<file path="src/rtl/dmem_arbiter_pkg.sv">
// Shared definitions for the data-memory arbiter slice.
// Holds the default address/data widths, the number of requester ports,
// the port-index type and a small alignment helper used by the top level.
package dmem_arbiter_pkg;

    localparam int ADDR_WIDTH_DEF = 16;
    localparam int DATA_WIDTH_DEF = 32;
    localparam int NUM_PORTS      = 2;

    typedef logic [$clog2(NUM_PORTS)-1:0] port_idx_t;

    // Word accesses are aligned when both low byte-address bits are zero.
    function automatic logic is_aligned(input logic [1:0] lsb);
        return (lsb == 2'b00);
    endfunction

endpackage

</file>
<file path="src/rtl/dmem_arbiter_rr_arb2.sv">
// Two-port round-robin arbiter (purely combinational).
// Ports:
//   valid_i     - request valids, one bit per port
//   prio_i      - current priority pointer (port favoured on a tie)
//   grant_o     - one-hot grant (all zero when nothing is valid)
//   prio_next_o - pointer to load on the next edge; points at the port
//                 that was NOT granted, so a tie alternates fairly
module rr_arb2
    import dmem_arbiter_pkg::*;
(
    input  logic [NUM_PORTS-1:0] valid_i,
    input  port_idx_t            prio_i,
    output logic [NUM_PORTS-1:0] grant_o,
    output port_idx_t            prio_next_o
);

    always_comb begin
        grant_o     = '0;
        prio_next_o = prio_i;

        unique case (valid_i)
            2'b01:   grant_o = 2'b01;
            2'b10:   grant_o = 2'b10;
            2'b11:   grant_o = (prio_i == 1'b1) ? 2'b10 : 2'b01;
            default: grant_o = 2'b00;
        endcase

        if (grant_o[0]) begin
            prio_next_o = 1'b1;
        end else if (grant_o[1]) begin
            prio_next_o = 1'b0;
        end
    end

endmodule

</file>
<file path="src/rtl/dmem_arbiter.sv">
// Data-memory arbiter: two requesters share one asynchronous-read memory.
// One request is accepted per cycle (round-robin on a tie); every accepted
// request gets a one-cycle response pulse on the following cycle.
// Ports:
//   clk, rst                  - clock, synchronous active-high reset
//   reqK_valid/we/addr/wdata  - request K (held stable until reqK_ready)
//   reqK_ready                - request K accepted this cycle
//   rspK_valid/rdata/err      - response K (rdata/err hold between pulses)
//   mem_we/addr/wdata         - memory write strobe, address, write data
//   mem_rdata                 - asynchronous memory read data
module dmem_arbiter
    import dmem_arbiter_pkg::*;
#(
    parameter int ADDR_WIDTH = ADDR_WIDTH_DEF,
    parameter int DATA_WIDTH = DATA_WIDTH_DEF
) (
    input  logic                  clk,
    input  logic                  rst,

    input  logic                  req0_valid,
    output logic                  req0_ready,
    input  logic                  req0_we,
    input  logic [ADDR_WIDTH-1:0] req0_addr,
    input  logic [DATA_WIDTH-1:0] req0_wdata,
    output logic                  rsp0_valid,
    output logic [DATA_WIDTH-1:0] rsp0_rdata,
    output logic                  rsp0_err,

    input  logic                  req1_valid,
    output logic                  req1_ready,
    input  logic                  req1_we,
    input  logic [ADDR_WIDTH-1:0] req1_addr,
    input  logic [DATA_WIDTH-1:0] req1_wdata,
    output logic                  rsp1_valid,
    output logic [DATA_WIDTH-1:0] rsp1_rdata,
    output logic                  rsp1_err,

    output logic                  mem_we,
    output logic [ADDR_WIDTH-1:0] mem_addr,
    output logic [DATA_WIDTH-1:0] mem_wdata,
    input  logic [DATA_WIDTH-1:0] mem_rdata
);

    logic [NUM_PORTS-1:0]  valid_gated;
    logic [NUM_PORTS-1:0]  grant;
    port_idx_t             prio_q, prio_d;

    logic                  sel_we;
    logic [ADDR_WIDTH-1:0] sel_addr;
    logic [DATA_WIDTH-1:0] sel_wdata;
    logic                  sel_aligned;

    logic [NUM_PORTS-1:0]  rsp_valid_q, rsp_valid_d;
    logic [NUM_PORTS-1:0]  rsp_err_q,   rsp_err_d;
    logic [DATA_WIDTH-1:0] rsp_rdata_q [NUM_PORTS];
    logic [DATA_WIDTH-1:0] rsp_rdata_d [NUM_PORTS];

    // Nothing may be granted while reset is held.
    assign valid_gated = {req1_valid, req0_valid} & {NUM_PORTS{~rst}};

    rr_arb2 u_arb (
        .valid_i     (valid_gated),
        .prio_i      (prio_q),
        .grant_o     (grant),
        .prio_next_o (prio_d)
    );

    assign req0_ready = grant[0];
    assign req1_ready = grant[1];

    // Memory-side mux; all fields read as zero when no port is granted.
    always_comb begin
        sel_we    = 1'b0;
        sel_addr  = '0;
        sel_wdata = '0;
        if (grant[0]) begin
            sel_we    = req0_we;
            sel_addr  = req0_addr;
            sel_wdata = req0_wdata;
        end else if (grant[1]) begin
            sel_we    = req1_we;
            sel_addr  = req1_addr;
            sel_wdata = req1_wdata;
        end
    end

    assign sel_aligned = is_aligned(sel_addr[1:0]);

    // Misaligned writes are accepted but never reach the memory.
    assign mem_we    = sel_we & sel_aligned;
    assign mem_addr  = sel_addr;
    assign mem_wdata = sel_wdata;

    // Response capture: read data is sampled in the accepting cycle, so a read
    // that follows a write by one cycle sees the freshly written word.
    always_comb begin
        rsp_valid_d = grant;
        rsp_err_d   = rsp_err_q;
        for (int k = 0; k < NUM_PORTS; k++) begin
            rsp_rdata_d[k] = rsp_rdata_q[k];
            if (grant[k]) begin
                rsp_err_d[k]   = ~sel_aligned;
                rsp_rdata_d[k] = (!sel_we && sel_aligned) ? mem_rdata : '0;
            end
        end
    end

    always_ff @(posedge clk) begin
        if (rst) begin
            prio_q      <= '0;
            rsp_valid_q <= '0;
            rsp_err_q   <= '0;
            for (int k = 0; k < NUM_PORTS; k++) begin
                rsp_rdata_q[k] <= '0;
            end
        end else begin
            prio_q      <= prio_d;
            rsp_valid_q <= rsp_valid_d;
            rsp_err_q   <= rsp_err_d;
            for (int k = 0; k < NUM_PORTS; k++) begin
                rsp_rdata_q[k] <= rsp_rdata_d[k];
            end
        end
    end

    // Response outputs are masked during reset so a response pending when
    // reset rises is dropped in that very cycle.
    assign rsp0_valid = rsp_valid_q[0] & ~rst;
    assign rsp1_valid = rsp_valid_q[1] & ~rst;
    assign rsp0_err   = rsp_err_q[0] & ~rst;
    assign rsp1_err   = rsp_err_q[1] & ~rst;
    assign rsp0_rdata = rst ? '0 : rsp_rdata_q[0];
    assign rsp1_rdata = rst ? '0 : rsp_rdata_q[1];

endmodule

</file>
<file path="config.mk">
export PLATFORM = sky130hd
export DESIGN_NAME = dmem_arbiter
export DESIGN_NICKNAME = d
export VERILOG_FILES = /design/src/rtl/dmem_arbiter_pkg.sv /design/src/rtl/dmem_arbiter_rr_arb2.sv /design/src/rtl/dmem_arbiter.sv
export SDC_FILE = /design/constraint.sdc
export NUM_CORES = 1
export LEC_CHECK = 0
export CORE_MARGIN = 5
export CORE_UTILIZATION = 25
export CTS_BUF_LIST = sky130_fd_sc_hd__clkbuf_8
export CTS_CLUSTER_SIZE = 24
export DETAILED_ROUTE_END_ITERATION = 10
export GPL_ROUTABILITY_DRIVEN = 0
export PLACE_DENSITY = 0.65
export SLEW_MARGIN = 10
export SYNTH_ARGS = -nofsm -noshare
export SYNTH_HDL_FRONTEND = slang
export SYNTH_SLANG_ARGS = --single-unit
export TNS_END_PERCENT = 30
</file>
<file path="constraint.sdc">
create_clock -name clk -period 2.3 [get_ports clk]
set_input_delay 0.575 -clock clk [delete_from_list [all_inputs] [get_ports clk]]
set_output_delay 0.575 -clock clk [all_outputs]
set_load 0.05 [all_outputs]
</file>
; Yosys cells after proc, flatten, opt, wreduce, memory -nomap -nowiden
; Memories as Yosys holds them, arrays and structs flattened.
; Cells that the tools add are included.
[word_totals]
ram_bits = 64
ff_bits = 5
wordCells = 42
memories = 1
[classes]
mux = 20
eq_ne = 3
n_bitwise = 10
n_reduce_logical = 4
[memory_table]
columns = memory, words, width, rd, rd_ports_with_merged_regs, wr, line_no
row1 = rsp_rdata_q, 2, 32, 2, 0, 2, dmem_arbiter.sv:55  ; logic [DATA_WIDTH-1:0] rsp_rdata_q [NUM_PORTS];
[op_table]
columns = cell, n
row1 = $mux W32, 9
row2 = $mux W16, 2
row3 = $mux W1, 7
row4 = $pmux W2 S3, 1
row5 = $and A1 B1 Y1, 5
row6 = $eq A2 B2 Y1 const B, 2
row7 = $and A2 B2 Y2, 1
row8 = $eq A2 B1 Y1 const B, 1
row9 = $logic_not A2 Y1, 1
row10 = $mux W2, 1
row11 = $not A1 Y1, 2
row12 = $or A1 B1 Y1, 2
row13 = $reduce_bool A2 Y1, 1
row14 = $logic_and A1 B1 Y1, 1
row15 = $logic_not A1 Y1, 1

; Longest topological paths before layout
; Gate-level depths: netlist of the first run.
[depth]
depth_word = 11
depth_mapped = 6

; Cells and area by module
; Synthesis of the first run repeated with hierarchy kept, for this count alone.
[unflattened]
cells_unflattened = 446
hier_area_um2 = 3627.2
[modules_own_cells]
columns = module, area_per_inst_um2, cells_each, n_inst
row1 = dmem_arbiter, 3598.5, 441, 1
row2 = rr_arb2, 28.8, 5, 1

; Least setup slack after synthesis of the first run
; OpenSTA, ideal clock, no wires.
[synth_timing]
kind = input-to-output
start = input port req0_valid
end = output port mem_wdata[22]
required_ns = 1.725
path_slack_ns = -0.456
path_stages = 5
arrival_time_ns = 2.181
cell_sequence = nor2b_1 buf_2 nor3_1 clkbuf_1 a22o_1
[synth_between]
elab_chain_cells = 5
elab_cells_between_ends = 7
cone_classes = 3 x eq/ne / 3 x mux / 1 x bitwise
[synth_rtl]
columns = element, line_no
row1 = start: declaration, dmem_arbiter.sv:20  ; input logic req0_valid,
row2 = $and A2 B2 Y2 (*), dmem_arbiter.sv:59  ; assign valid_gated = {req1_valid, req0_valid} & {NUM_PORTS{~rst}};
row3 = $eq A2 B2 Y1 / $eq A2 B1 Y1 (equally long branches), dmem_arbiter_rr_arb2.sv:21  ; unique case (valid_i)
row4 = $pmux W2 S3 (*), dmem_arbiter_rr_arb2.sv:21
row5 = named net req1_ready, dmem_arbiter.sv:30  ; output logic req1_ready,
row6 = $mux W32 (*), dmem_arbiter.sv:80  ; end else if (grant[1]) begin
row7 = $mux W32 (*), dmem_arbiter.sv:76  ; if (grant[0]) begin
row8 = end: declaration, dmem_arbiter.sv:40  ; output logic [DATA_WIDTH-1:0] mem_wdata,
; Mark *: on every way through the listed nets, which the timed path passes. The rest lies on a longest branch.

; Worst setup path in the final report of the first run
[layout_timing]
start = input port req0_valid
end = output port mem_addr[11]
[layout_between]
elab_chain_cells = 5
elab_cells_between_ends = 7
cone_classes = 3 x eq/ne / 3 x mux / 1 x bitwise
[layout_rtl]
columns = element, line_no
row1 = $and A2 B2 Y2 (*), dmem_arbiter.sv:59
row2 = $eq A2 B2 Y1 / $eq A2 B1 Y1 (equally long branches), dmem_arbiter_rr_arb2.sv:21
row3 = $pmux W2 S3 (*), dmem_arbiter_rr_arb2.sv:21
row4 = $mux W16, dmem_arbiter.sv:80
row5 = $mux W16 (*), dmem_arbiter.sv:76
row6 = end: declaration, dmem_arbiter.sv:39  ; output logic [ADDR_WIDTH-1:0] mem_addr,
; Mark *: on every way between the ends. The rest lies on a longest branch, timed or not.

==> results of run 1 <==
==> metrics by stage <==
step | hold WS [ns] | power (uW)
after floorplan | 0.449 | 1710
after global placement | 0.461 | 2350
after detailed placement | 0.478 | 2360
after CTS | 0.491 | 3510
after global routing | 0.530 | 3620
final | 0.491 | 3500
==> cell type report <==
cell class / instances / area share (%)
inverter: 1 / 0.0452
multi-input combinational: 299 / 26.2
timing repair buffer: 291 / 51.8
antenna: 8 / 0.241
clock buffer: 10 / 1.66
tap: 176 / 2.65
sequential: 69 / 16.7
clock inverter: 6 / 0.769
==> what timing repair did <==
item                       in CTS  in global routing
setup buffers                  10                  0
resized for setup              48                 12
cloned                          8                  0
pin swaps                       9                  9
setup endpoints to repair      51                 51
==> cell families (layout without fill, tap and decap cells) <==
| logic type | count (synthesis) | count (layout) |
|---|---|---|
| compound gates | 151 | 151 |
| other cells | 0 | 8 |
| buf+inv | 40 | 308 |
| flops | 69 | 69 |
| simple gates | 148 | 148 |
==> per-layer routing <==
layer	up-vias	routed length [um]	part of all wire, %
li1	1944	-	-
met1	2017	6650	36
met2	193	9740	52
met3	43	1400	7.5
met4	0	854	4.6
met5	-	0	0
==> sequential cells by signal, summed over array words and instances (netlist names) <==
register / cells
rsp_rdata_q: 64
prio_q: 1
rsp_err_q: 2
rsp_valid_q: 2
==> power by group through the flow <==
| stage | combinational, uW | clock, uW | sequential (uW) |
|---|---|---|---|
| 4_1_cts | 1250 | 1040 | 1220 |
| 3_5_place_dp | 1110 | 0 | 1250 |
| 2_1_floorplan | 466 | 0 | 1250 |
| 6_report | 1270 | 1000 | 1220 |
| 5_1_grt | 1320 | 1080 | 1220 |
| 3_3_place_gp | 1100 | 0 | 1250 |
==> worst max-delay path, delay by kind of cell <==
family	cells	cell delay, ns
buffers and inverters	7	0.83
AOI/OAI and AO/OA	1	0.23
and+or+nand+nor	2	0.22
==> worst max-delay path by stage <==
stage / depth (start not counted) / end / slack, ns
after floorplan: 4 / rsp0_err / -0.12
after global placement: 7 / mem_addr[14] / -0.40
after detailed placement: 7 / mem_addr[14] / -0.40
after CTS: 11 / mem_wdata[28] / -0.23
after global routing: 10 / mem_wdata[30] / -0.18
final: 10 / mem_addr[11] / -0.14
==> layout by cell type, fill, tap and decap left out, types with 2 or more instances in the layout <==
master and instances:
clkdlybuf4s50_1 130, nor2_1 2, buf_16 8, nor2_2 2
a22o_4 31, o21ai_1 30, clkbuf_8 10, nor2b_1 69
clkinv_4 2, o21ai_0 68, a32oi_1 2, dfxtp_1 68
nand2b_1 65, a21oi_1 2, buf_4 16, buf_12 128
a22o_1 15, buf_6 6, diode_2 8, nor2b_4 2
buf_2 2
==> impl_metrics.csv, run 1 <==
group,metric,value,unit
outcome,status,"finished with violations",
outcome,violations,"setup timing",
floorplan,dieWidth,127,um
pwr,seqPwrFrac,34.9,%
critical_path,r2r_slack,0.58,ns
pwr,swShare,30.6,%
synthesis,synth-simple-area-share,26.8,%
floorplan,die_area,0.0162,mm^2
clock_tree,cts_root_buf,"clkbuf_8",
clock_tree,htreeDepth,3,
drt,dr.pass1.iters,4,
global_route,grt_util_met1,23.0,%
global_route,antenna_found_initial,8,
placement,hpwl,13.0,mm
cells_and_area,fin_util,62.2,%
floorplan,start_util,25.7,%
clock_tree,insertion_delay,0.34,ns
synthesis,synth_top_family_by_area,"compound AO/OA/AOI/OAI gates",
synthesis,synth_area_leader_cell,"dfxtp_1",
sta,period_needed,2.44,ns
hold_path,worstHoldPathCells,2,
pwr,powerDensity,421,mW/mm^2
cells_and_area,regArea,0.00138,mm^2
critical_path,r2r_cells,5,
critical_path,crit_fanout,5,
critical_path,cp_common_cell,"buf_12",
critical_path,startpoint,"req0_valid",
sta,worstMarginPinSlew,0.410,ns
placement,portBuffers,252,
pwr,p_int,2430,uW
synthesis,yosysMostFrequentCell,"nor2b_1",
global_route,grt_overflow,0,
sta,relSlewSlack,72.7,%
critical_path,critPathRequiredTime,1.73,ns
synthesis,synth_edf_count,0,
cells_and_area,finalNonFillerCells,860,
synthesis,yosys-top-cells-count,"nor2b_1, dfxtp_1, o21ai_0",
sta,clock.fmax,411,MHz
placement,place_area,0.00745,mm^2
drt,drc_errors,0,
global_route,busiest_layer,"met2",
sta,rsz0062_at_grt,"true",
synthesis,synth_mux_area_share,0,%
clock_tree,cts_inserted_buffers,9,
global_route,grt_max_degree,50,
hold_path,holdPathEnd,"rsp_err_q[0]",
pwr,comb_power_share,36.4,%
pwr,p_leak,0.00323,uW
critical_path,startpoint_type,"input pin",
global_route,met3_usage,6.64,%
critical_path,r2r_start,"prio_q",
clock_tree,cts_sinks,69,
synthesis,syn-num-nets,542,
synthesis,ys_ff_latch,69,
pwr,power_switching,1070,uW
job,drv_cap,0,
floorplan,core_area,0.0133,mm^2
critical_path,cp_slowest_cell,"a22o_4",
sta,fin_crit_sh,106,%
global_route,met2_usage,39.5,%
clock_tree,cts_hold_buf,0,
placement,post-place-ws,-0.401,ns
hold_path,holdCritPathClass,"register to register",
critical_path,r2r-end,"rsp_rdata_q[0][59]",
synthesis,synth_flop_cell,"dfxtp_1",
sta,fin_tns_setup,-3.06,ns
drt,avgViaCountPerCell,4.88,
synthesis,netlist_instances,408,
synthesis,synthXorXnorAreaFrac,0,%
sta,setup_viol,48,
synthesis,synth_adder_area_share,0,%
synthesis,synth.avg_cell_area,8.42,um^2
sta,hold_viol,0,
synthesis,synth_compound_area_share,27.5,%
sta,fin_ws,-0.136,ns
synthesis,synth.top_cell.area_share,40.2,%
critical_path,cp_cell_sequence,"buf_6 -> buf_6 -> nor2b_4 -> nor3_4 -> buf_12 -> buf_12 -> buf_12 -> buf_16 -> a22o_4 -> buf_12",
synthesis,ys_types,23,
critical_path,cp_data_arrival_time,1.86,ns
drt,drtIter0Drc,183,
global_route,grt_first_pass_wirelength,26.9,mm
drt,wl_per_cell,21.7,um
sta,maxSlewViolCount,0,
critical_path,path_class,"input pin to output port",
cells_and_area,fin_nets,805,
synthesis,netlist_top_cells_area,"dfxtp_1, nor2b_1, nand2b_1",
hold_path,hp-start,"rsp_err_q[0]",
pwr,clockPowerShare,28.7,%
synthesis,synth.cell_area,0.00344,mm^2
synthesis,async_flop_share,0,%
drt,routed_wl,18.6,mm
cells_and_area,area_growth_syn_to_layout,141,%
cells_and_area,drive_above_1_share,32.1,%
cells_and_area,postLayoutCellArea,0.00830,mm^2
pwr,peakVddDrop,0.309,mV
drt,ant_nets,0,
clock_tree,cts_tree,"yes",
drt,vias,4197,
floorplan,num_rows,42,
floorplan,die_h,127,um
global_route,grt_use_total,21.7,%
placement,placed_cells,820,
cells_and_area,n_fill_cell,1060,
floorplan,boundaryPins,253,
synthesis,yosysSeqAreaShare,40.2,%
clock_tree,clockBufferDepth,2,
cells_and_area,multi_input_area,0.00217,mm^2
synthesis,synth_warnings,0,
clock_tree,path_clk_slew,0.07,ns
sta,clock_skew,0.00651,ns
global_route,grt_pass1_vias,4307,
critical_path,cp-end-kind,"output port",
critical_path,cpPeakStageDelay,0.23,ns
Power figures use the tool's default switching activity.
==> inputs of run 2 (changes only) <==
--- a/config.mk
+++ b/config.mk
@@ -6,4 +6,5 @@
 export NUM_CORES = 1
 export LEC_CHECK = 0
+export CAP_MARGIN = 20
 export CORE_MARGIN = 5
 export CORE_UTILIZATION = 25
@@ -13,4 +14,5 @@
 export GPL_ROUTABILITY_DRIVEN = 0
 export PLACE_DENSITY = 0.65
+export SETUP_SLACK_MARGIN = 0.4
 export SLEW_MARGIN = 10
 export SYNTH_ARGS = -nofsm -noshare
==> constraint.sdc (replaced) <==
create_clock -name clk -period 2.3 [get_ports clk]
set_input_delay 0.575 -clock clk [delete_from_list [all_inputs] [get_ports clk]]
set_output_delay 0.575 -clock clk [all_outputs]
set_load 0.005 [all_outputs]
==> run 2 against run 1 <==
The run still ends with setup timing left. Sequential cell count unchanged. Sequential power about the same. Critical path depth down 1. Via count up 0.19%. Count of clock-buffer cells in the layout up 1. Combinational power down 39%. Hold slack worse by 0.0068 ns. Final cell count up 2.2%. Clock power about the same. Global-route usage down 1.7 points. Largest power group is now registers. Highest routed layer unchanged.
==> impl_metrics.csv, run 2 (same netlist as run 1, synthesis figures left out) <==
group,metric,value,unit
hold_path,hp-start,"rsp_err_q[1]",
placement,hpwl,12.4,mm
sta,hold_viol,0,
floorplan,dieWidth,127,um
drt,vias,4205,
cells_and_area,largest_register_ffs,64,
sta,fin_ws,-0.0530,ns
sta,clock_skew,0.00715,ns
outcome,violations,"setup timing",
hold_path,holdPathEnd,"rsp_err_q[1]",
floorplan,boundaryPins,253,
placement,portBuffers,252,
critical_path,cp_num_buf_inv,6,
cells_and_area,biggestRegsByFlops,"rsp_rdata_q (64), rsp_err_q (2), rsp_valid_q (2)",
drt,routed_wl,17.9,mm
pwr,comb_power_share,25.9,%
global_route,grt_overflow,0,
critical_path,cp-end-kind,"output port",
critical_path,critPathRequiredTime,1.73,ns
sta,period_needed,2.35,ns
global_route,grt_use_total,20.0,%
global_route,met3_usage,6.68,%
global_route,grt_max_degree,37,
cells_and_area,most-common-layout-cells,"clkdlybuf4s50_1, dfxtp_1, o21ai_0",
pwr,seqPwrFrac,40.5,%
pwr,powerDensity,422,mW/mm^2
cells_and_area,fin_nets,826,
clock_tree,htreeDepth,3,
critical_path,startpoint_type,"input pin",
global_route,grt_first_pass_wirelength,25.1,mm
critical_path,path_class,"input pin to output port",
sta,maxSlewViolCount,0,
sta,rsz0062_at_grt,"true",
global_route,grt_util_met1,18.7,%
drt,ant_nets,0,
critical_path,cp_cell_sequence,"buf_6 -> a21boi_4 -> nor2b_4 -> buf_6 -> buf_6 -> buf_12 -> buf_4 -> a22o_4 -> buf_6",
sta,worstMarginPinSlew,0.416,ns
critical_path,critPathTopFamily,"buffers and inverters",
critical_path,cp_data_arrival_time,1.78,ns
clock_tree,cts_hold_buf,0,
cells_and_area,multi_input_area,0.00228,mm^2
pwr,p_int,2240,uW
job,drv_cap,0,
clock_tree,cts_root_buf,"clkbuf_8",
critical_path,crit_fanout,6,
outcome,status,"finished with violations",
clock_tree,clockBufferDepth,2,
global_route,busiest_layer,"met2",
clock_tree,path_clk_slew,0.07,ns
hold_path,holdCritPathClass,"register to register",
hold_path,worstHoldPathCells,2,
clock_tree,cts_sinks,69,
pwr,p_leak,0.00280,uW
sta,hold_ws,0.485,ns
critical_path,cpPeakStageDelay,0.25,ns
global_route,met2_usage,38.3,%
pwr,peakVddDrop,0.262,mV
sta,fin_crit_sh,102,%
drt,drc_errors,0,
pwr,clockPowerShare,33.6,%
drt,dr.pass1.iters,7,
pwr,swShare,25.6,%
clock_tree,cts_tree,"yes",
global_route,antenna_found_initial,5,
floorplan,num_rows,42,
placement,post-place-ws,-0.725,ns
drt,avgViaCountPerCell,4.78,
critical_path,r2r_cells,5,
floorplan,die_area,0.0162,mm^2
drt,wl_per_cell,20.4,um
clock_tree,cts_inserted_buffers,9,
cells_and_area,final_common_cell,"clkdlybuf4s50_1",
global_route,grt_pass1_vias,4247,
drt,drtIter0Drc,160,
sta,setup_viol,24,
cells_and_area,n_fill_cell,1217,
sta,relSlewSlack,72.3,%
floorplan,die_h,127,um
clock_tree,insertion_delay,0.34,ns
critical_path,cp_slowest_cell,"a22o_4",
critical_path,r2r_start,"prio_q",
cells_and_area,regArea,0.00139,mm^2
cells_and_area,top_register,"rsp_rdata_q",
critical_path,crit_cells,9,
critical_path,cp_common_cell,"buf_6",
floorplan,start_util,25.7,%
cells_and_area,area_growth_syn_to_layout,108,%
floorplan,core_area,0.0133,mm^2
sta,clock.fmax,425,MHz
pwr,power_switching,772,uW
critical_path,r2r-end,"rsp_rdata_q[0][61]",
cells_and_area,drive_above_1_share,35.4,%
critical_path,r2r_slack,0.64,ns
==> run 2: cell types whose count changed in the layout (fill, tap and decap cells not counted), sizes merged, moves of 2 or more <==
cell and delta:
buf -49, clkbuf +19, clkdlybuf4s15 +24, clkdlybuf4s50 +22, diode -2, dlygate4sd2 +4
dlymetal6s2s +2
==> run 2: worst reg2reg max path: cells and delay by family, from the launching register on <==
kind            cells  cell delay (ns)
simple gates        2             0.59
buf+inv             2             0.44
flops               1             0.39
compound gates      1             0.18
==> run 2: area by class of cell <==
| class | instances | area share [%] |
|---|---|---|
| Multi-Input combinational cell | 299 | 32.0 |
| Clock inverter | 5 | 0.719 |
| Tap cell | 176 | 3.09 |
| Antenna cell | 6 | 0.210 |
| Inverter | 1 | 0.0526 |
| Sequential cell | 69 | 19.4 |
| Clock buffer | 11 | 2.12 |
| Timing Repair Buffer | 312 | 42.4 |
==> run 2: timing repair <==
action	CTS	global route
cloned	6	4
setup endpoints to repair	153	135
setup buffers	5	12
gates resized for setup	361	128
pin swaps	10	19
==> run 2: worst max-delay path by stage <==
stage	startpoint	to	slack (ns)
6_report	req0_valid	mem_wdata[5]	-0.05
5_1_grt	prio_q	mem_addr[6]	-0.11
4_1_cts	prio_q	mem_wdata[25]	-0.39
3_5_place_dp	req0_valid	mem_wdata[5]	-0.72
3_3_place_gp	req0_valid	mem_wdata[5]	-0.71
2_1_floorplan	req0_valid	mem_addr[10]	0.33
==> run 2: power groups by stage <==
| stage | combinational (uW) | clock, uW | sequential, uW |
|---|---|---|---|
| 2_1_floorplan | 226 | 0 | 1250 |
| 3_3_place_gp | 674 | 0 | 1250 |
| 3_5_place_dp | 677 | 0 | 1250 |
| 4_1_cts | 711 | 1050 | 1220 |
| 5_1_grt | 828 | 1090 | 1220 |
| 6_report | 780 | 1010 | 1220 |
==> run 2: metal layers <==
metal	up-vias	routed length, um
met5	-	0
li1	1984	-
met4	0	621
met1	1980	5960
met3	35	1550
met2	206	9770
==> run 2: per-stage QoR <==
| step | power (uW) | std cells | utilization (%) | setup TNS [ns] | instance area (um^2) |
|---|---|---|---|---|---|
| after floorplan | 1470 | 408 | - | 0 | 3490 |
| after global placement | 1920 | 830 | 47.3 | -39.23 | 6310 |
| after detailed placement | 1930 | 830 | 47.3 | -39.63 | 6310 |
| after CTS | 2980 | 857 | 50.8 | -1.95 | 6780 |
| after global routing | 3150 | 878 | 53.5 | -3.15 | 7140 |
| final | 3020 | 879 | 53.5 | -0.475 | 7140 |
==> inputs of run 3 (changes only) <==
Settings changed: TNS_END_PERCENT 30 to 10.
==> run 3 against run 2 <==
Clock skew about the same. Sequential power barely moved. Die area unchanged. Critical path type unchanged. The flow still finishes with violations (setup timing). Setup slack lost 0.17 ns.
==> impl_metrics.csv, run 3 (same netlist as run 1, synthesis figures left out) <==
group,metric,value,unit
clock_tree,htreeDepth,3,
pwr,seqPwrFrac,43.1,%
clock_tree,cts_hold_buf,0,
sta,fin_tns_setup,-1.84,ns
cells_and_area,area_growth_syn_to_layout,105,%
floorplan,start_util,25.7,%
cells_and_area,fin_nets,833,
global_route,grt_overflow,0,
placement,hpwl,12.2,mm
hold_path,holdCritPathClass,"register to register",
placement,post-place-ws,-0.704,ns
global_route,grt_first_pass_wirelength,25.0,mm
cells_and_area,multi_input_area,0.00223,mm^2
floorplan,core_area,0.0133,mm^2
global_route,antenna_found_initial,5,
clock_tree,cts_root_buf,"clkbuf_8",
sta,rsz0062_at_grt,"true",
critical_path,r2r_start,"prio_q",
sta,maxSlewViolCount,0,
drt,dr.pass1.iters,4,
placement,place_area,0.00632,mm^2
critical_path,r2r_cells,6,
cells_and_area,top_register,"rsp_rdata_q",
clock_tree,path_clk_slew,0.06,ns
critical_path,cp_data_arrival_time,1.95,ns
sta,fin_crit_sh,110,%
hold_path,holdPathEnd,"rsp_err_q[1]",
outcome,violations,"setup timing",
sta,worstMarginPinSlew,0.394,ns
cells_and_area,n_fill_cell,1260,
clock_tree,clockBufferDepth,2,
critical_path,crit_fanout,3,
sta,hold_viol,0,
critical_path,startpoint_type,"input pin",
critical_path,cp-end-kind,"output port",
pwr,comb_power_share,27.6,%
drt,avgViaCountPerCell,4.81,
floorplan,dieWidth,127,um
pwr,powerDensity,403,mW/mm^2
critical_path,r2r_slack,0.58,ns
clock_tree,cts_inserted_buffers,9,
global_route,grt_pass1_vias,4240,
cells_and_area,postLayoutCellArea,0.00703,mm^2
drt,wl_per_cell,20.0,um
drt,drc_errors,0,
hold_path,hp-start,"rsp_err_q[1]",
pwr,clockPowerShare,29.3,%
floorplan,die_area,0.0162,mm^2
outcome,status,"finished with violations",
sta,relSlewSlack,73.7,%
cells_and_area,largest_register_ffs,64,
pwr,swShare,26.2,%
sta,clock_skew,0.00744,ns
placement,portBuffers,252,
drt,routed_wl,17.6,mm
cells_and_area,most-common-layout-cells,"clkdlybuf4s50_1, dfxtp_1, o21ai_0",
job,drv_cap,0,
critical_path,critPathRequiredTime,1.73,ns
cells_and_area,biggestRegsByFlops,"rsp_rdata_q (64), rsp_err_q (2), rsp_valid_q (2)",
drt,drtIter0Drc,134,
critical_path,path_class,"input pin to output port",
floorplan,num_rows,42,
pwr,power_switching,743,uW
critical_path,r2r-end,"rsp_rdata_q[0][58]",
clock_tree,cts_sinks,69,
pwr,p_int,2090,uW
drt,ant_nets,0,
clock_tree,cts_tree,"yes",
cells_and_area,regArea,0.00139,mm^2
pwr,peakVddDrop,0.227,mV
sta,fin_ws,-0.222,ns
drt,vias,4241,
sta,clock.fmax,396,MHz
clock_tree,insertion_delay,0.34,ns
floorplan,die_h,127,um
sta,setup_viol,29,
sta,period_needed,2.52,ns
cells_and_area,final_common_cell,"clkdlybuf4s50_1",
floorplan,boundaryPins,253,
global_route,grt_max_degree,37,
global_route,grt_use_total,19.9,%
cells_and_area,drive_above_1_share,34.8,%
hold_path,worstHoldPathCells,2,
pwr,p_leak,0.00293,uW
==> run 3: cell type report <==
type / instances / share of cell area, %
Inverter: 1 / 0.0534
Timing Repair Buffer: 319 / 43.0
Sequential cell: 69 / 19.7
Clock buffer: 10 / 1.96
Clock inverter: 3 / 0.231
Tap cell: 176 / 3.13
Multi-Input combinational cell: 299 / 31.8
Antenna cell: 5 / 0.178
==> run 3: routing by layer <==
metal / share of wire [%] / routed length [um] / global-route usage, %
met3: 7.2 / 1280 / 5.43
met4: 3.8 / 675 / 9.15
met2: 54 / 9490 / 37.5
met1: 35 / 6200 / 20.5
met5: 0 / 0 / 0
==> run 3: metrics by stage <==
step	total power [uW]	util (%)	std cells	hold slack, ns
floorplan	1470	-	408	0.449
global placement	1920	47.3	831	0.461
detailed placement	1930	47.3	831	0.466
CTS	2810	50.8	862	0.475
global route	2980	52.7	882	0.497
finish	2840	52.7	882	0.480
==> run 3: power by group through the flow <==
| stage | Sequential [uW] | Clock (uW) | Combinational (uW) |
|---|---|---|---|
| final | 1220 | 830 | 784 |
| after floorplan | 1250 | 0 | 226 |
| after CTS | 1220 | 864 | 726 |
| after global routing | 1220 | 928 | 828 |
| after global placement | 1250 | 0 | 674 |
| after detailed placement | 1250 | 0 | 680 |
==> run 3: worst max-delay path, stage by stage <==
cell	delay (ns)
buf_6	0.09
a21boi_4	0.13
nor2b_4	0.14
buf_6	0.11
buf_12	0.11
buf_8	0.11
buf_6	0.11
buf_6	0.10
buf_6	0.10
a22o_1	0.23
buf_2	0.14
==> run 3: how the worst max path moves through the flow <==
stage          startpoint      endpoint  slack [ns]  cells past startpoint
2_1_floorplan  req0_valid  mem_addr[10]        0.33                      6
3_3_place_gp   req0_valid  mem_wdata[7]       -0.69                      7
6_report       req0_valid  mem_wdata[8]       -0.22                     11
5_1_grt            prio_q  mem_wdata[8]       -0.26                     10
3_5_place_dp   req0_valid  mem_wdata[7]       -0.70                      7
4_1_cts            prio_q  mem_wdata[8]       -0.32                     10
==> run 3: what timing repair did <==
item,4_1_cts,5_1_grt
setup endpoints to repair,183,138
cloned,6,3
pin swaps,15,34
buffers inserted,12,12
resized for setup,308,174
hold endpoints to repair,0,0
